**config.mk**
```make
export PLATFORM = sky130hd
export DESIGN_NAME = decode_forward_unit
export DESIGN_NICKNAME = d
export VERILOG_FILES = /design/src/rtl/decode_pkg.sv /design/src/rtl/decode_forward_unit_fwd_select.sv /design/src/rtl/decode_forward_unit.sv
export SDC_FILE = /design/constraint.sdc
export NUM_CORES = 1
export LEC_CHECK = 0
export CAP_MARGIN = 5
export CORE_UTILIZATION = 49
export CTS_CLUSTER_DIAMETER = 60
export DETAILED_ROUTE_END_ITERATION = 10
export GPL_ROUTABILITY_DRIVEN = 0
export PLACE_DENSITY = 0.74
export SYNTH_ARGS = -nofsm -noshare
export SYNTH_HDL_FRONTEND = slang
export SYNTH_SLANG_ARGS = --single-unit
```
**constraint.sdc**
```tcl
create_clock -name clk -period 4.8 [get_ports clk]
set_clock_uncertainty 0.15 [all_clocks]
set_input_delay 0.48 -clock clk [delete_from_list [all_inputs] [get_ports clk]]
set_output_delay 0.48 -clock clk [all_outputs]
set_load 0.005 [all_outputs]
```
**src/rtl/decode_pkg.sv**
```systemverilog
// ---------------------------------------------------------------------------
// decode_pkg
// Shared definitions for the decode/forwarding slice:
//   - opcode constants and class range bounds
//   - instruction field bit positions
//   - forwarding select encodings
//   - dest_t: one slot of the issued-destination shift chain
//   - classify(): maps a raw opcode to its decode class
// ---------------------------------------------------------------------------
package decode_pkg;

    localparam int OP_W  = 6;
    localparam int REG_W = 5;

    // Instruction field positions
    localparam int OP_MSB  = 31;
    localparam int OP_LSB  = 26;
    localparam int RW_MSB  = 25;
    localparam int RW_LSB  = 21;
    localparam int RA_MSB  = 20;
    localparam int RA_LSB  = 16;
    localparam int RB_MSB  = 15;
    localparam int RB_LSB  = 11;
    localparam int IMM_MSB = 15;
    localparam int IMM_LSB = 0;

    // Opcode constants and class bounds
    localparam logic [OP_W-1:0] OP_NOP  = 6'h00;
    localparam logic [OP_W-1:0] OP_R_LO = 6'h01;
    localparam logic [OP_W-1:0] OP_R_HI = 6'h1F;
    localparam logic [OP_W-1:0] OP_I_LO = 6'h20;
    localparam logic [OP_W-1:0] OP_I_HI = 6'h2F;
    localparam logic [OP_W-1:0] OP_LOAD = 6'h30;

    // Operand source selects consumed by the register bank
    localparam logic [1:0] SEL_BANK = 2'b00;
    localparam logic [1:0] SEL_EX   = 2'b01;
    localparam logic [1:0] SEL_DM   = 2'b10;
    localparam logic [1:0] SEL_WB   = 2'b11;

    typedef struct packed {
        logic [REG_W-1:0] dest;
        logic             wen;
        logic             load;
    } dest_t;

    typedef enum logic [1:0] {
        CLS_NOP  = 2'd0,
        CLS_R    = 2'd1,
        CLS_I    = 2'd2,
        CLS_LOAD = 2'd3
    } op_class_t;

    // Any opcode outside the defined ranges is treated as a NOP.
    function automatic op_class_t classify(input logic [OP_W-1:0] op);
        op_class_t cls;
        cls = CLS_NOP;
        if (op >= OP_R_LO && op <= OP_R_HI) begin
            cls = CLS_R;
        end else if (op >= OP_I_LO && op <= OP_I_HI) begin
            cls = CLS_I;
        end else if (op == OP_LOAD) begin
            cls = CLS_LOAD;
        end
        return cls;
    endfunction

endpackage

```
**src/rtl/decode_forward_unit_fwd_select.sv**
```systemverilog
// ---------------------------------------------------------------------------
// fwd_select
// Chooses where one source operand should come from, given the three most
// recently issued destinations (d1 youngest).
// Ports:
//   src     in   source register address
//   used    in   the instruction actually reads this source
//   d1..d3  in   issued-destination slots (d1 = EX, d2 = DM, d3 = WB)
//   sel     out  SEL_BANK / SEL_EX / SEL_DM / SEL_WB
// ---------------------------------------------------------------------------
module fwd_select
    import decode_pkg::*;
(
    input  logic [REG_W-1:0] src,
    input  logic             used,
    input  dest_t            d1,
    input  dest_t            d2,
    input  dest_t            d3,
    output logic [1:0]       sel
);

    // The load flag only matters for stall detection, not selection.
    logic unused_load;
    assign unused_load = d1.load ^ d2.load ^ d3.load;

    // Youngest producer wins; register 0 is a sink and never forwarded.
    always_comb begin
        sel = SEL_BANK;
        if (used && (src != '0)) begin
            if (d1.wen && (d1.dest == src)) begin
                sel = SEL_EX;
            end else if (d2.wen && (d2.dest == src)) begin
                sel = SEL_DM;
            end else if (d3.wen && (d3.dest == src)) begin
                sel = SEL_WB;
            end
        end
    end

endmodule

```
**src/rtl/decode_forward_unit.sv**
```systemverilog
// ---------------------------------------------------------------------------
// decode_forward_unit
// Decode/issue stage in front of the register bank. Holds one instruction in
// the ID register, drives the bank read addresses, tracks the destinations of
// the last three issue slots and produces forwarding selects, immediate and
// imm_sel aligned with the bank read data. A load followed by a dependent
// instruction costs one bubble.
// Ports:
//   clk, rst_n          clock, asynchronous active-low reset
//   instr, instr_valid  incoming instruction and its valid
//   instr_ready         unit accepts instr this cycle (low only while stalled)
//   RA, RB              bank read addresses from the ID register
//   RW_dm               bank write address of the slot writing back now
//   mux_sel_A/B         forwarding selects for operands A/B
//   imm_sel, imm        operand B takes imm
//   op_ex               opcode of the instruction now using A/B (0 = bubble)
// ---------------------------------------------------------------------------
module decode_forward_unit
    import decode_pkg::*;
#(
    parameter int DW = 16,
    parameter int AW = 5,
    parameter int IW = 32
) (
    input  logic            clk,
    input  logic            rst_n,
    input  logic [IW-1:0]   instr,
    input  logic            instr_valid,
    output logic            instr_ready,
    output logic [AW-1:0]   RA,
    output logic [AW-1:0]   RB,
    output logic [AW-1:0]   RW_dm,
    output logic [1:0]      mux_sel_A,
    output logic [1:0]      mux_sel_B,
    output logic            imm_sel,
    output logic [DW-1:0]   imm,
    output logic [OP_W-1:0] op_ex
);

    // ID register and destination chain
    logic            id_valid_reg, id_valid_next;
    logic [IW-1:0]   id_instr_reg, id_instr_next;
    dest_t           d1_reg, d2_reg, d3_reg, d1_next;

    // Issue-aligned outputs
    logic [1:0]      mux_sel_a_reg, mux_sel_a_next;
    logic [1:0]      mux_sel_b_reg, mux_sel_b_next;
    logic            imm_sel_reg, imm_sel_next;
    logic [DW-1:0]   imm_reg, imm_next;
    logic [OP_W-1:0] op_ex_reg, op_ex_next;

    // Decode of the instruction sitting in ID
    logic [OP_W-1:0]  id_op;
    logic [REG_W-1:0] id_rw;
    op_class_t        id_cls;
    logic             id_writes, id_reads_b, id_is_imm, id_is_load;

    assign id_op      = id_instr_reg[OP_MSB:OP_LSB];
    assign id_rw      = id_instr_reg[RW_MSB:RW_LSB];
    assign id_cls     = classify(id_op);
    assign id_writes  = (id_cls != CLS_NOP);
    assign id_reads_b = (id_cls == CLS_R);
    assign id_is_imm  = (id_cls == CLS_I) || (id_cls == CLS_LOAD);
    assign id_is_load = (id_cls == CLS_LOAD);

    // Source 0 = A (ra), source 1 = B (rb). Every writing class reads ra.
    logic [REG_W-1:0] src_addr [2];
    logic [1:0]       src_used;
    logic [1:0]       src_sel [2];
    logic [1:0]       src_hazard;

    assign src_addr[0] = id_instr_reg[RA_MSB:RA_LSB];
    assign src_addr[1] = id_instr_reg[RB_MSB:RB_LSB];
    assign src_used    = {id_reads_b, id_writes};

    genvar gi;
    generate
        for (gi = 0; gi < 2; gi++) begin : g_src
            fwd_select u_fwd_select (
                .src  (src_addr[gi]),
                .used (src_used[gi]),
                .d1   (d1_reg),
                .d2   (d2_reg),
                .d3   (d3_reg),
                .sel  (src_sel[gi])
            );
            assign src_hazard[gi] = src_used[gi] && (d1_reg.dest == src_addr[gi]);
        end
    endgenerate

    // A load result is not available from EX, so a consumer right behind it
    // waits one cycle and then picks it up from DM.
    logic stall, issue, accept;

    assign stall  = id_valid_reg && d1_reg.load && d1_reg.wen &&
                    (d1_reg.dest != '0) && (|src_hazard);
    assign issue  = id_valid_reg && !stall;
    assign accept = instr_valid && instr_ready;

    assign instr_ready = !stall;

    always_comb begin
        id_valid_next  = id_valid_reg;
        id_instr_next  = id_instr_reg;
        d1_next        = '0;
        mux_sel_a_next = SEL_BANK;
        mux_sel_b_next = SEL_BANK;
        imm_sel_next   = 1'b0;
        imm_next       = '0;
        op_ex_next     = OP_NOP;

        if (accept) begin
            id_valid_next = 1'b1;
            id_instr_next = instr;
        end else if (issue) begin
            id_valid_next = 1'b0;
        end

        if (issue) begin
            d1_next.dest   = id_rw;
            d1_next.wen    = id_writes;
            d1_next.load   = id_is_load;
            mux_sel_a_next = src_sel[0];
            mux_sel_b_next = src_sel[1];
            imm_sel_next   = id_is_imm;
            imm_next       = id_instr_reg[IMM_MSB:IMM_LSB];
            // Undefined opcodes travel down as plain NOPs.
            op_ex_next     = id_writes ? id_op : OP_NOP;
        end
    end

    always_ff @(posedge clk or negedge rst_n) begin
        if (!rst_n) begin
            id_valid_reg  <= 1'b0;
            id_instr_reg  <= '0;
            d1_reg        <= '0;
            d2_reg        <= '0;
            d3_reg        <= '0;
            mux_sel_a_reg <= SEL_BANK;
            mux_sel_b_reg <= SEL_BANK;
            imm_sel_reg   <= 1'b0;
            imm_reg       <= '0;
            op_ex_reg     <= OP_NOP;
        end else begin
            id_valid_reg  <= id_valid_next;
            id_instr_reg  <= id_instr_next;
            // The chain always shifts; non-issue cycles inject a bubble.
            d1_reg        <= d1_next;
            d2_reg        <= d1_reg;
            d3_reg        <= d2_reg;
            mux_sel_a_reg <= mux_sel_a_next;
            mux_sel_b_reg <= mux_sel_b_next;
            imm_sel_reg   <= imm_sel_next;
            imm_reg       <= imm_next;
            op_ex_reg     <= op_ex_next;
        end
    end

    assign RA        = id_valid_reg ? src_addr[0] : '0;
    assign RB        = id_valid_reg ? src_addr[1] : '0;
    assign RW_dm     = d3_reg.wen ? d3_reg.dest : '0;
    assign mux_sel_A = mux_sel_a_reg;
    assign mux_sel_B = mux_sel_b_reg;
    assign imm_sel   = imm_sel_reg;
    assign imm       = imm_reg;
    assign op_ex     = op_ex_reg;

endmodule

```
==> flow_summary.toml, run 1 <==
[detailed_routing]
detailroute.via_count = 2881
finalWirelength_mm = 8.39
drt_drc_violations_left = 0
detail_route.first_pass.iterations = 4
wl_per_cell_um = 16.0
drt_iter0_markers = 170
vias_per_cell = 5.48
remaining_antenna_violation_count = 0

[pwr]
design_power_total_w = 0.00146
power.ir.vdd_worst_mv = 0.156
pwr-share-comb_pct = 15.1
clock_power_share_pct = 32.2
pwr_density_cell_nw_per_um2 = 307
leakage_power_total_nw = 2.00
power.sequential.fraction_pct = 52.8
intPower_w = 0.00107
netSwitchingFraction_pct = 26.6
switching_power_w = 0.000388

[global_routing]
global_route_wire_length_before_repair_mm = 14.3
grt_max_degree = 80
congestion_overflow_gr = 0
number_of_global_route_vias_before_repair = 2928
track_usage_pct = 22.1
grt_antenna_before_repair = 0

[timing]
report.final.hold_viol_count = 0
finalSetupViolations = 0
finalCritPeriodShare_pct = 79.6
setup_tns_ns = 0
worst_setup_slack_final_ns = 0.978
slew_violations = 0
worst_pin_slew_ns = 0.962
grt_setup_unrepaired = "no"
whs_ns = 0.127
fmax_mhz = 262
time_the_worst_path_needs_with_i_o_delays_and_setup_ns = 3.82
slew-limit-headroom_pct = 35.9

[die]
initial_utilization_pct = 51.8
die_height_um = 90.5
die-width_um = 90.5
core_area_um2 = 7410
boundaryPins = 78
design.die.area_um2 = 8190
placement_rows = 31

[setup_path]
cell_family_with_most_cp_delay = "buffers and inverters"
timing.critical_path.fanout_max = 34
startpoint_type = "flop"
critical_path.reg2reg.endpoint = "id_instr_reg[14]$_DFFE_PN0P_"
ff2ff_path_depth = 6
critical_path.startpoint = "id_instr_reg[28]$_DFFE_PN0P_"
setup.worst_path.class = "reg2out"
max_stage_delay_ns = 0.64
r2r-start = "id_instr_reg[28]$_DFFE_PN0P_"
end_kind = "primary output"
timing.critical_path.cells = "nor4_4 -> mux2i_2 -> nor2_4 -> o21a_1 -> inv_2 -> clkdlybuf4s50_1"
path_depth = 6
critPathRequiredTime_ns = 4.17
critPathBufInv = 2
worst-r2r-setup-slack_ns = 1.91
cp.arrival_ns = 3.19
cp_slowest_cell = "mux2i_2"

[cells_and_area]
fraction_of_layout_instances_using_a_drive_strength_above_1_pct = 6.56
final_nets = 458
commonest_cells_after_routing_fill_and_taps_aside = "dfrtp_1 (79), clkdlybuf4s50_1 (75), o211ai_1 (62)"
area_growth_syn_to_fin_pct = 23.8
insertedDiodeCount = 0
fillerInstances = 627
finalInstanceArea_um2 = 4750
final_common_cell = "dfrtp_1"
largest_reg_flops = 32

[yosys]
synth_cells = 369
synthDominantAreaCellType = "dfrtp_1"
synth_seq_cells = 79
netlist.area_leader.share_pct = 51.5
synth_cell_type_count = 39
asyncSetResetFlopFracSynth_pct = 100
synth.area.top_cells = "dfrtp_1 (51%), o211ai_1 (12%), nand2b_1 (5.2%), xor2_1 (4.8%), and3_1 (3.7%)"
ys.warnings.count = 0
synth-edff-count = 0
mappedNetlistNets = 404
post_synth.cell_area_avg_um2 = 10.4
synthesis.area_um2 = 3840
synth_flop_cell = "dfrtp_1"
seq_area_frac_synth_pct = 51.5

[clock_network]
clock_tree.htree_level_count = 3
tritoncts_num_sinks = 79
cts_resized = 0
post_cts_hold_buffer_count = 0
worst_setup_hold_path_clk_slew_ns = 0.08
cts_setup_buffers = 0
cts_tree = "built"
clkLatencyLatePin_ns = 0.35
cts_inserted_buffers = 9
max-clock-path-buffers = 2
clock_tree.root_cell = "clkbuf_8"

[placement]
detailed_place_hpwl_mm = 5.44
dp_worst_setup_slack_ns = 1.36
port_buffers = 77
placed_cell_area_um2 = 4570

[min_path]
hold_path.class = "in2async"

[outcome]
outcome = "finished, final reports clean"

[job]
max_cap_violations = 0
==> how the worst max path moves through the flow <==
stage / end / slack (ns)
final: instr_ready / 0.98
after CTS: instr_ready / 0.97
after global routing: instr_ready / 0.80
after floorplan: instr_ready / 2.33
after global placement: instr_ready / 1.42
after detailed placement: instr_ready / 1.36
==> per-stage QoR <==
step | utilization (%) | std cells
2_1_floorplan | - | 369
3_3_place_gp | 61.7 | 511
3_5_place_dp | 61.7 | 511
4_1_cts | 64.1 | 526
5_1_grt | 64.1 | 526
6_report | 64.1 | 526
==> worst reg2reg max path, delay by kind of cell (launching register included) <==
family / cells / cell delay, ns
buf+inv: 1 / 0.41
flops: 1 / 0.43
mux: 1 / 0.24
simple gates: 2 / 1.05
compound gates: 2 / 0.46
==> kinds of logic after synthesis <==
kind of cell           count (synthesis)  synth area share (%)
flip-flops                            79                  51.5
AO/OA/AOI/OAI                         75                  14.4
AND/OR/NAND/NOR                      142                  21.8
buffers and inverters                 42                  5.18
XOR/XNOR                              30                  6.84
multiplexers                           1                 0.358
==> cell usage after synthesis, drive strengths merged, types with 3 or more instances <==
| cell type | n |
|---|---|
| a21oi | 3 |
| and2 | 16 |
| and3 | 23 |
| and4 | 3 |
| buf | 18 |
| clkbuf | 20 |
| dfrtp | 79 |
| inv | 3 |
| nand2 | 35 |
| nand2b | 32 |
| nand3 | 3 |
| nor2 | 10 |
| nor3 | 5 |
| nor4 | 5 |
| nor4b | 5 |
| o211ai | 62 |
| o21ai | 3 |
| xnor2 | 9 |
| xor2 | 21 |
==> power by group through the flow <==
stage / clock, W / combinational, W / sequential [W]
after global placement: 0 / 0.000217 / 0.000782
after CTS: 0.000478 / 0.000223 / 0.000771
after global routing: 0.000502 / 0.000243 / 0.000779
final: 0.000470 / 0.000220 / 0.000771
after detailed placement: 0 / 0.000222 / 0.000784
after floorplan: 0 / 0.000134 / 0.000756
==> layout make-up <==
cell class                      count  area, um^2  area share, %
Clock buffer                       11         131           2.76
Clock inverter                      4        47.5           1.00
Inverter                            4        15.0          0.316
Multi-Input combinational cell    248        1660           35.0
Sequential cell                    79        1980           41.6
Tap cell                           99         124           2.61
Timing Repair Buffer               81         793           16.7
==> metal layers <==
layer	up-vias	global-route usage (%)	part of all wire [%]
met5	-	0	0
met4	0	10.6	2.4
met3	20	3.03	4.0
met2	76	34.9	48
met1	1389	29.9	45
li1	1396	-	-
Note: power is estimated with default switching activity, not from simulation.
==> run 2, diff against run 1 <==
==> constraint.sdc (replaced) <==
create_clock -name clk -period 3.8 [get_ports clk]
set_clock_uncertainty 0.15 [all_clocks]
set_input_delay 0.38 -clock clk [delete_from_list [all_inputs] [get_ports clk]]
set_output_delay 0.38 -clock clk [all_outputs]
set_load 0.005 [all_outputs]
==> run 2 against run 1 <==
  * Critical path type unchanged
  * Non-clock buffer count is 1 higher
  * Design area is 0.87% higher
  * Hold slack worse by 0.11 ns
==> flow_summary.toml, run 2 (same netlist as run 1, synthesis figures left out) <==
[cells_and_area]
final_common_cell = "dfrtp_1"
commonest_cells_after_routing_fill_and_taps_aside = "dfrtp_1 (79), clkdlybuf4s50_1 (75), o211ai_1 (62)"
fraction_of_layout_instances_using_a_drive_strength_above_1_pct = 7.23
insertedDiodeCount = 0
area_growth_syn_to_fin_pct = 24.8
final_nets = 459
largest_reg_flops = 32

[global_routing]
grt_antenna_before_repair = 0
track_usage_pct = 21.7
number_of_global_route_vias_before_repair = 2878
grt_max_degree = 80
congestion_overflow_gr = 0
global_route_wire_length_before_repair_mm = 14.1

[pwr]
switching_power_w = 0.000495
pwr_density_cell_nw_per_um2 = 401
clock_power_share_pct = 34.9
power.sequential.fraction_pct = 50.6
intPower_w = 0.00143
power.ir.vdd_worst_mv = 0.214
netSwitchingFraction_pct = 25.8
pwr-share-comb_pct = 14.5
leakage_power_total_nw = 2.02

[setup_path]
end_kind = "primary output"
timing.critical_path.cells = "nor4_4 -> mux2i_2 -> nor2_4 -> o21a_1 -> inv_2 -> clkdlybuf4s50_1"
critPathBufInv = 2
worst-r2r-setup-slack_ns = 1.00
cell_family_with_most_cp_delay = "simple AND/OR/NAND/NOR gates"
critPathRequiredTime_ns = 3.27
setup.worst_path.class = "reg2out"
max_stage_delay_ns = 0.66
path_depth = 6
cp_slowest_cell = "nor2_4"
cp.arrival_ns = 2.89
timing.critical_path.fanout_max = 34
startpoint_type = "flop"
ff2ff_path_depth = 6
critical_path.reg2reg.endpoint = "id_instr_reg[0]$_DFFE_PN0P_"
r2r-start = "id_instr_reg[29]$_DFFE_PN0P_"

[timing]
slew_violations = 0
worst_pin_slew_ns = 0.956
worst_setup_slack_final_ns = 0.384
grt_setup_unrepaired = "no"
finalCritPeriodShare_pct = 89.9
slew-limit-headroom_pct = 36.2
fmax_mhz = 293
setup_tns_ns = 0
finalSetupViolations = 0
time_the_worst_path_needs_with_i_o_delays_and_setup_ns = 3.42
report.final.hold_viol_count = 0

[min_path]
hold_path.class = "in2async"

[die]
initial_utilization_pct = 51.8
die-width_um = 90.5
placement_rows = 31
design.die.area_um2 = 8190
boundaryPins = 78
die_height_um = 90.5
core_area_um2 = 7410

[clock_network]
clkLatencyLatePin_ns = 0.35
max-clock-path-buffers = 2
tritoncts_num_sinks = 79
cts_inserted_buffers = 9
cts_setup_buffers = 0
post_cts_hold_buffer_count = 0
clock_tree.root_cell = "clkbuf_8"
cts_resized = 0
worst_setup_hold_path_clk_slew_ns = 0.08
clock_tree.htree_level_count = 3
cts_tree = "built"

[placement]
detailed_place_hpwl_mm = 5.33
port_buffers = 77
dp_worst_setup_slack_ns = 0.731

[detailed_routing]
wl_per_cell_um = 15.7
detailroute.via_count = 2881
finalWirelength_mm = 8.31
vias_per_cell = 5.46
drt_iter0_markers = 206
drt_drc_violations_left = 0
remaining_antenna_violation_count = 0
detail_route.first_pass.iterations = 4

[job]
max_cap_violations = 0

[outcome]
outcome = "finished, final reports clean"
## run 2: metal layers
| layer | wire, um | up-vias | global-route usage (%) |
|---|---|---|---|
| li1 | - | 1401 | - |
| met1 | 3700 | 1391 | 28.5 |
| met2 | 4120 | 79 | 35.5 |
| met3 | 364 | 10 | 3.79 |
| met4 | 130 | 0 | 9.27 |
| met5 | 0 | - | 0 |
## run 2: cell type report
class	instances	area, um^2
clock buffer	10	128
tap	99	124
multi-input combinational	248	1660
timing repair buffer	82	801
inverter	4	15.0
clock inverter	6	85.1
sequential	79	1980
fill	592	2620
## run 2: worst reg2reg max path: cells and delay by family (launching register included)
| family | cells | cell delay (ns) |
|---|---|---|
| compound gates | 2 | 0.45 |
| buf+inv | 1 | 0.42 |
| flops | 1 | 0.44 |
| mux | 1 | 0.15 |
| simple gates | 2 | 1.05 |
## run 2: power by group through the flow
stage	clock network, W	registers [W]	logic [W]
global route	0.000717	0.000982	0.000309
global placement	0	0.000987	0.000275
detailed placement	0	0.000990	0.000281
finish	0.000670	0.000973	0.000278
floorplan	0	0.000955	0.000169
CTS	0.000686	0.000973	0.000282
## run 2: worst max-delay path by stage
stage,startpoint,endpoint,slack [ns]
detailed placement,id_instr_reg[28]$_DFFE_PN0P_,instr_ready,0.73
floorplan,id_instr_reg[28]$_DFFE_PN0P_,instr_ready,1.43
CTS,id_instr_reg[29]$_DFFE_PN0P_,instr_ready,0.36
global placement,id_instr_reg[28]$_DFFE_PN0P_,instr_ready,0.81
global route,id_instr_reg[28]$_DFFE_PN0P_,instr_ready,0.21
finish,id_instr_reg[29]$_DFFE_PN0P_,instr_ready,0.38
## run 2: through the flow
| step | cell area, um^2 | instances | util (%) | hold slack (ns) | total power [W] |
|---|---|---|---|---|---|
| finish | 4790 | 528 | 64.7 | 0.0191 | 0.00192 |
| global route | 4790 | 528 | 64.7 | 0.109 | 0.00201 |
| CTS | 4790 | 528 | 64.7 | 0.0642 | 0.00194 |
| detailed placement | 4580 | 512 | 61.8 | 0.267 | 0.00127 |
| global placement | 4580 | 512 | 61.8 | 0.269 | 0.00126 |
| floorplan | 3840 | 369 | - | -0.0656 | 0.00112 |
